$ cat config.mk
export PLATFORM = sky130hd
export DESIGN_NAME = pipe_stage_buf
export DESIGN_NICKNAME = d
export VERILOG_FILES = /design/src/rtl/pipe_stage_buf_pkg.sv /design/src/rtl/pipe_stage_buf_skid.sv /design/src/rtl/pipe_stage_buf.sv
export SDC_FILE = /design/constraint.sdc
export NUM_CORES = 1
export LEC_CHECK = 0
export ABC_AREA = 1
export ABC_CLOCK_PERIOD_IN_PS = 2800
export CORE_UTILIZATION = 40
export CTS_BUF_LIST = sky130_fd_sc_hd__clkbuf_4 sky130_fd_sc_hd__clkbuf_8
export DETAILED_ROUTE_END_ITERATION = 16
export PLACE_DENSITY = 0.65
export REMOVE_ABC_BUFFERS = 1
export SYNTH_ARGS = -nofsm -noshare
export SYNTH_HDL_FRONTEND = slang
export SYNTH_HIERARCHICAL = 1
export SYNTH_SLANG_ARGS = --single-unit
$ cat constraint.sdc
create_clock -name clk -period 2.8 [get_ports clk]
set_input_delay 0.42 -clock clk [delete_from_list [all_inputs] [get_ports clk]]
set_output_delay 0.42 -clock clk [all_outputs]
set_load 0.005 [all_outputs]
$ cat src/rtl/pipe_stage_buf_pkg.sv
// pipe_stage_buf_pkg
//   Shared definitions for the EX->MEM stage register: default field widths,
//   NOP bundle encodings driven downstream while the stage is empty, the
//   reset-active level and the skid buffer state encoding.
package pipe_stage_buf_pkg;

    localparam int ALUOP_W_DEF  = 7;
    localparam int FUNCT3_W_DEF = 3;
    localparam int ADDR_W_DEF   = 32;
    localparam int RADDR_W_DEF  = 5;
    localparam int DATA_W_DEF   = 32;
    localparam int CNT_W_DEF    = 16;

    localparam logic        RstEnable  = 1'b1;
    localparam logic [6:0]  NOP        = 7'b0010011;
    localparam logic [2:0]  NOP_FUNCT3 = 3'b000;
    localparam logic [31:0] NopMem     = 32'h0000_0000;
    localparam logic [4:0]  NopRegAddr = 5'b00000;
    localparam logic [31:0] ZeroWord   = 32'h0000_0000;

    // Bit 1 = main entry valid, bit 0 = skid entry valid, so the handshake
    // outputs decode from a single state bit each.
    typedef enum logic [1:0] {
        BUF_EMPTY = 2'b00,
        BUF_ONE   = 2'b10,
        BUF_FULL  = 2'b11
    } buf_state_e;

endpackage

$ cat src/rtl/pipe_stage_buf_skid.sv
// skid_buf2
//   Generic two-entry valid/ready skid buffer on an opaque payload.
//   in_ready depends only on registered state, so there is no combinational
//   path from out_ready back to the producer. flush empties both entries.
// Ports:
//   clk, rst        clock, synchronous active-high reset
//   flush           synchronous kill of both entries (beats accept/drain)
//   in_valid/ready  producer handshake, in_data payload
//   out_valid/ready consumer handshake, out_data payload (main entry)
module skid_buf2
    import pipe_stage_buf_pkg::*;
#(
    parameter int W = 8
) (
    input  logic         clk,
    input  logic         rst,
    input  logic         flush,
    input  logic         in_valid,
    output logic         in_ready,
    input  logic [W-1:0] in_data,
    output logic         out_valid,
    input  logic         out_ready,
    output logic [W-1:0] out_data
);

    buf_state_e   state_r;
    buf_state_e   state_nxt_s;
    logic [W-1:0] main_r;
    logic [W-1:0] skid_r;
    logic         accept_s;
    logic         drain_s;
    logic         load_main_s;
    logic         load_skid_s;
    logic         main_from_skid_s;

    assign in_ready  = ~state_r[0];
    assign out_valid = state_r[1];
    assign out_data  = main_r;

    assign accept_s = in_valid & ~state_r[0];
    assign drain_s  = state_r[1] & out_ready;

    // Next-state and payload load decisions.
    always_comb begin
        state_nxt_s      = state_r;
        load_main_s      = 1'b0;
        load_skid_s      = 1'b0;
        main_from_skid_s = 1'b0;
        if (flush) begin
            state_nxt_s = BUF_EMPTY;
        end else begin
            case (state_r)
                BUF_EMPTY: begin
                    if (accept_s) begin
                        state_nxt_s = BUF_ONE;
                        load_main_s = 1'b1;
                    end else begin
                        state_nxt_s = BUF_EMPTY;
                    end
                end
                BUF_ONE: begin
                    if (drain_s && accept_s) begin
                        state_nxt_s = BUF_ONE;
                        load_main_s = 1'b1;
                    end else if (drain_s) begin
                        state_nxt_s = BUF_EMPTY;
                    end else if (accept_s) begin
                        state_nxt_s = BUF_FULL;
                        load_skid_s = 1'b1;
                    end else begin
                        state_nxt_s = BUF_ONE;
                    end
                end
                BUF_FULL: begin
                    if (drain_s) begin
                        state_nxt_s      = BUF_ONE;
                        load_main_s      = 1'b1;
                        main_from_skid_s = 1'b1;
                    end else begin
                        state_nxt_s = BUF_FULL;
                    end
                end
                default: begin
                    // Unreachable encoding (skid valid without main): recover to empty.
                    state_nxt_s = BUF_EMPTY;
                end
            endcase
        end
    end

    // State register.
    always_ff @(posedge clk) begin
        if (rst == RstEnable) begin
            state_r <= BUF_EMPTY;
        end else begin
            state_r <= state_nxt_s;
        end
    end

    // Main entry payload; loads only on an accept into main or a skid promotion.
    always_ff @(posedge clk) begin
        if (rst == RstEnable) begin
            main_r <= {W{1'b0}};
        end else if (load_main_s) begin
            main_r <= main_from_skid_s ? skid_r : in_data;
        end else begin
            main_r <= main_r;
        end
    end

    // Skid entry payload; loads only when the consumer stalls with main occupied.
    always_ff @(posedge clk) begin
        if (rst == RstEnable) begin
            skid_r <= {W{1'b0}};
        end else if (load_skid_s) begin
            skid_r <= in_data;
        end else begin
            skid_r <= skid_r;
        end
    end

endmodule

$ cat src/rtl/pipe_stage_buf.sv
// pipe_stage_buf
//   EX->MEM pipeline stage register with valid/ready handshake, a two-entry
//   skid buffer and synchronous flush. Presents a NOP bundle whenever the
//   stage is empty and counts cycles in which MEM stalls a valid bundle.
// Ports:
//   clk, rst              clock, synchronous active-high reset
//   flush                 kill all held bundles (mispredict / trap)
//   in_valid, in_ready    EX handshake; in_* EX result bundle
//   out_valid, out_ready  MEM handshake; out_* MEM bundle (NOP when empty)
//   stall_cnt             saturating count of out_valid && !out_ready cycles
module pipe_stage_buf
    import pipe_stage_buf_pkg::*;
#(
    parameter int ALUOP_W  = ALUOP_W_DEF,
    parameter int FUNCT3_W = FUNCT3_W_DEF,
    parameter int ADDR_W   = ADDR_W_DEF,
    parameter int RADDR_W  = RADDR_W_DEF,
    parameter int DATA_W   = DATA_W_DEF,
    parameter int CNT_W    = CNT_W_DEF
) (
    input  logic                clk,
    input  logic                rst,
    input  logic                flush,
    input  logic                in_valid,
    output logic                in_ready,
    input  logic [ALUOP_W-1:0]  in_aluop,
    input  logic [FUNCT3_W-1:0] in_funct3,
    input  logic                in_me,
    input  logic [ADDR_W-1:0]   in_maddr,
    input  logic                in_wreg,
    input  logic [RADDR_W-1:0]  in_wd,
    input  logic [DATA_W-1:0]   in_wdata,
    output logic                out_valid,
    input  logic                out_ready,
    output logic [ALUOP_W-1:0]  out_aluop,
    output logic [FUNCT3_W-1:0] out_funct3,
    output logic                out_me,
    output logic [ADDR_W-1:0]   out_maddr,
    output logic                out_wreg,
    output logic [RADDR_W-1:0]  out_wd,
    output logic [DATA_W-1:0]   out_wdata,
    output logic [CNT_W-1:0]    stall_cnt
);

    localparam int PAY_W = ALUOP_W + FUNCT3_W + 1 + ADDR_W + 1 + RADDR_W + DATA_W;

    logic [PAY_W-1:0]    pay_in_s;
    logic [PAY_W-1:0]    pay_out_s;
    logic                valid_s;
    logic [ALUOP_W-1:0]  main_aluop_s;
    logic [FUNCT3_W-1:0] main_funct3_s;
    logic                main_me_s;
    logic [ADDR_W-1:0]   main_maddr_s;
    logic                main_wreg_s;
    logic [RADDR_W-1:0]  main_wd_s;
    logic [DATA_W-1:0]   main_wdata_s;
    logic [CNT_W-1:0]    stall_cnt_r;

    assign pay_in_s = {in_aluop, in_funct3, in_me, in_maddr, in_wreg, in_wd, in_wdata};

    skid_buf2 #(
        .W (PAY_W)
    ) u_skid (
        .clk       (clk),
        .rst       (rst),
        .flush     (flush),
        .in_valid  (in_valid),
        .in_ready  (in_ready),
        .in_data   (pay_in_s),
        .out_valid (valid_s),
        .out_ready (out_ready),
        .out_data  (pay_out_s)
    );

    assign {main_aluop_s, main_funct3_s, main_me_s, main_maddr_s,
            main_wreg_s, main_wd_s, main_wdata_s} = pay_out_s;

    assign out_valid = valid_s;
    assign stall_cnt = stall_cnt_r;

    // Output bundle: main entry when valid, otherwise a side-effect-free NOP.
    always_comb begin
        out_aluop  = ALUOP_W'(NOP);
        out_funct3 = FUNCT3_W'(NOP_FUNCT3);
        out_me     = 1'b0;
        out_maddr  = ADDR_W'(NopMem);
        out_wreg   = 1'b0;
        out_wd     = RADDR_W'(NopRegAddr);
        out_wdata  = DATA_W'(ZeroWord);
        if (valid_s) begin
            out_aluop  = main_aluop_s;
            out_funct3 = main_funct3_s;
            out_me     = main_me_s;
            out_maddr  = main_maddr_s;
            out_wreg   = main_wreg_s;
            out_wd     = main_wd_s;
            out_wdata  = main_wdata_s;
        end else begin
            out_aluop  = ALUOP_W'(NOP);
        end
    end

    // Saturating stall counter; flush does not clear it, only reset does.
    always_ff @(posedge clk) begin
        if (rst == RstEnable) begin
            stall_cnt_r <= {CNT_W{1'b0}};
        end else if (valid_s && !out_ready && (stall_cnt_r != {CNT_W{1'b1}})) begin
            stall_cnt_r <= stall_cnt_r + CNT_W'(1);
        end else begin
            stall_cnt_r <= stall_cnt_r;
        end
    end

endmodule
==> flow_summary.json <==
{
  "cp_slowest_cell": "dfxtp_4",
  "yosysTopAreaCell": "dfxtp_1",
  "fmax_mhz": 390,
  "maxCapViolCount": 0,
  "ir_drop_mv": 0.226,
  "crit_path_max_incr_delay_ns": 0.72,
  "critPathCaptureType": "output pin",
  "synth_warnings": 6,
  "design_area_um2": 12000,
  "drv_slew": 0,
  "min_path_cells": 2,
  "dpl_cell_area_um2": 11600,
  "avgSynthCellArea_um2": 6.09,
  "arrival_ns": 2.15,
  "clockBufferDepth": 2,
  "drive_gt1_share_pct": 4.35,
  "final-seq-area_um2": 3610,
  "hpwl_mm": 15.8,
  "crit_buf_inv": 3,
  "final-setup-viol-count": 0,
  "start_kind": "flop",
  "finClkSkew_ns": 0.0150,
  "synth_compound_area_share_pct": 0.841,
  "io_buffer_count": 184,
  "synth_top_family_by_area": "simple AND/OR/NAND/NOR gates",
  "path_clk_slew_ns": 0.10,
  "drtPass1Iterations": 8,
  "fin_nets": 1776,
  "ios": 185,
  "grt_setup_unrepaired": "false",
  "cts_tree": "yes",
  "ctsHtreeMaxLevel": 4,
  "clock_latency_ns": 0.48,
  "synthArstFlopShare_pct": 0,
  "antenna_found_initial": 1,
  "grt_pass1_wl_mm": 42.4,
  "synthToLayoutAreaGrowth_pct": 25.6,
  "start_util_pct": 40.7,
  "crit_cells": 4,
  "antenna_left": 0,
  "cp_top_family": "buffers and inverters",
  "yosysMostFrequentCell": "nand2_1",
  "cts_resized": 0,
  "rows": 56,
  "die_w_um": 156,
  "clock_sinks": 180,
  "ys.flop_type": "dfxtp_1",
  "critical_path_class": "flop to output pin",
  "synth-edff-count": 0,
  "finalPower_mw": 5.19,
  "hold_viol_final": 0,
  "synth_commonest_cells": "nand2_1 (531), nor2_1 (363), dfxtp_1 (180), inv_1 (176), nand3_1 (97)",
  "netlist_area_um2": 9520,
  "powerDensity_nw_per_um2": 434,
  "path_cells": "buf_4 -> nand2_1 -> inv_1 -> clkdlybuf4s50_1",
  "final_core_util_pct": 51.1,
  "grt_pass1_vias": 8588,
  "drt_iter0_drc": 639,
  "muxShareOfSynthArea_pct": 0,
  "routed_wl_mm": 25.8,
  "grt_start_max_net_pins": 84,
  "cts_root_buf": "clkbuf_8",
  "nFillCells": 2458,
  "leakage_nw": 5.92,
  "place_congestion": 0.871,
  "synth_seq_cells": 180,
  "yosys.area_share.simple_pct": 48.6,
  "cts_setup_buffers": 0,
  "drcViolationCount": 0,
  "syn_inst": 1563,
  "worst_slew_pin_slew_ns": 0.602,
  "multi_input_area_um2": 4740,
  "netlist-cell-type-count": 24,
  "grt.total_usage_pct": 21.7,
  "avgViaCountPerCell": 4.65,
  "synth_area_leaders": "dfxtp_1 (38%), nand2_1 (21%), nor2_1 (14%)",
  "worst-r2r-cell-count": 7,
  "die_h_um": 156,
  "synth_xor_area_share_pct": 0,
  "yosysSeqAreaShare_pct": 37.9,
  "period_share_pct": 91.6,
  "cts_buffers": 17,
  "cts_hold_buf": 0,
  "outcome": "finished, final reports clean",
  "grt_overflow_total": 0,
  "crit_fanout": 43,
  "min_period_ns": 2.57,
  "synth_top_area_share_pct": 37.9,
  "hold_path.class": "flop to flop",
  "synth_adder_area_share_pct": 0.131,
  "crit_required_ns": 2.38,
  "fp.dieArea_um2": 24400,
  "core_um2": 23400,
  "wl_per_cell_um": 12.8,
  "slew_headroom_pct": 59.8,
  "num_vias": 9409
}
final cells by class:
| type | count | share of cell area, % |
|---|---|---|
| clock buffers | 17 | 1.96 |
| inverters | 180 | 5.68 |
| well taps | 319 | 3.34 |
| multi-input cells | 1108 | 39.6 |
| diodes | 1 | 0.0209 |
| flip-flops and latches | 180 | 30.2 |
| clock inverters | 15 | 1.21 |
| repair buffers | 202 | 18.0 |
metrics by stage:
stage	std cells	setup WS, ns	hold slack, ns	TNS [ns]
floorplan	1468	-1.90	0.441	-230.76
global placement	1989	0.547	0.448	0
detailed placement	1989	0.527	0.458	0
CTS	2021	0.168	0.480	0
global route	2021	0.0691	0.497	0
finish	2022	0.235	0.476	0
per-layer routing:
layer	up-vias	wire length, µm	GRT usage, %
li1	4910	-	-
met1	4269	12300	28.6
met2	200	11900	35.7
met3	28	1130	4.15
met4	2	425	6.63
met5	-	12	0
worst paths after layout:
kind | startpoint | to | slack (ns)
worst max register to register | u_skid/state_r[1]$_SDFF_PP0_ | u_skid/out_data[77]$_SDFFE_PP0P_ | 0.63
worst min register to register | u_skid/skid_r[74]$_SDFFE_PP0P_ | u_skid/skid_r[74]$_SDFFE_PP0P_ | 0.48
worst min-delay path | u_skid/skid_r[74]$_SDFFE_PP0P_ | u_skid/skid_r[74]$_SDFFE_PP0P_ | 0.48
worst max-delay path | u_skid/state_r[1]$_SDFF_PP0_ | out_maddr[12] | 0.23
power by group:
part           switching [mW]  total, mW  internal [mW]
clock network            1.04       1.78          0.732
logic                   0.367      0.695          0.328
registers              0.0620       2.72           2.66
worst min-delay path, cell delays in order, from the launching register on:
cell and delay, ns:
dfxtp_1 0.34, nor2_1 0.05, nor2_1 0.06
cells in the final DEF (no fill, tap or decap), types with 3 or more instances in the layout:
master,Yosys,routed
a21oi_1,14,14
buf_12,0,14
buf_4,9,4
clkbuf_8,0,17
clkdlybuf4s50_1,0,184
clkinv_2,0,4
dfxtp_1,180,179
inv_1,176,176
inv_6,0,7
nand2_1,531,529
nand2_2,3,3
nand3_1,97,97
nand3b_1,81,81
nor2_1,363,363
nor2_4,6,7
or2_2,3,3
flip-flops by register name (all words and copies together) (netlist names):
register         flops
stall_cnt           16
u_skid/state_r       2
u_skid/skid_r       81
u_skid/out_data     81
cell families (layout without fill, tap and decap cells):
| kind of cell | after synthesis | in the layout |
|---|---|---|
| AOI/OAI and AO/OA | 16 | 16 |
| DFF | 180 | 180 |
| other | 0 | 1 |
| buffers and inverters | 275 | 414 |
| and+or+nand+nor | 1091 | 1091 |
| adders and majority gates | 1 | 1 |
Note: power is estimated with default switching activity, not from simulation.
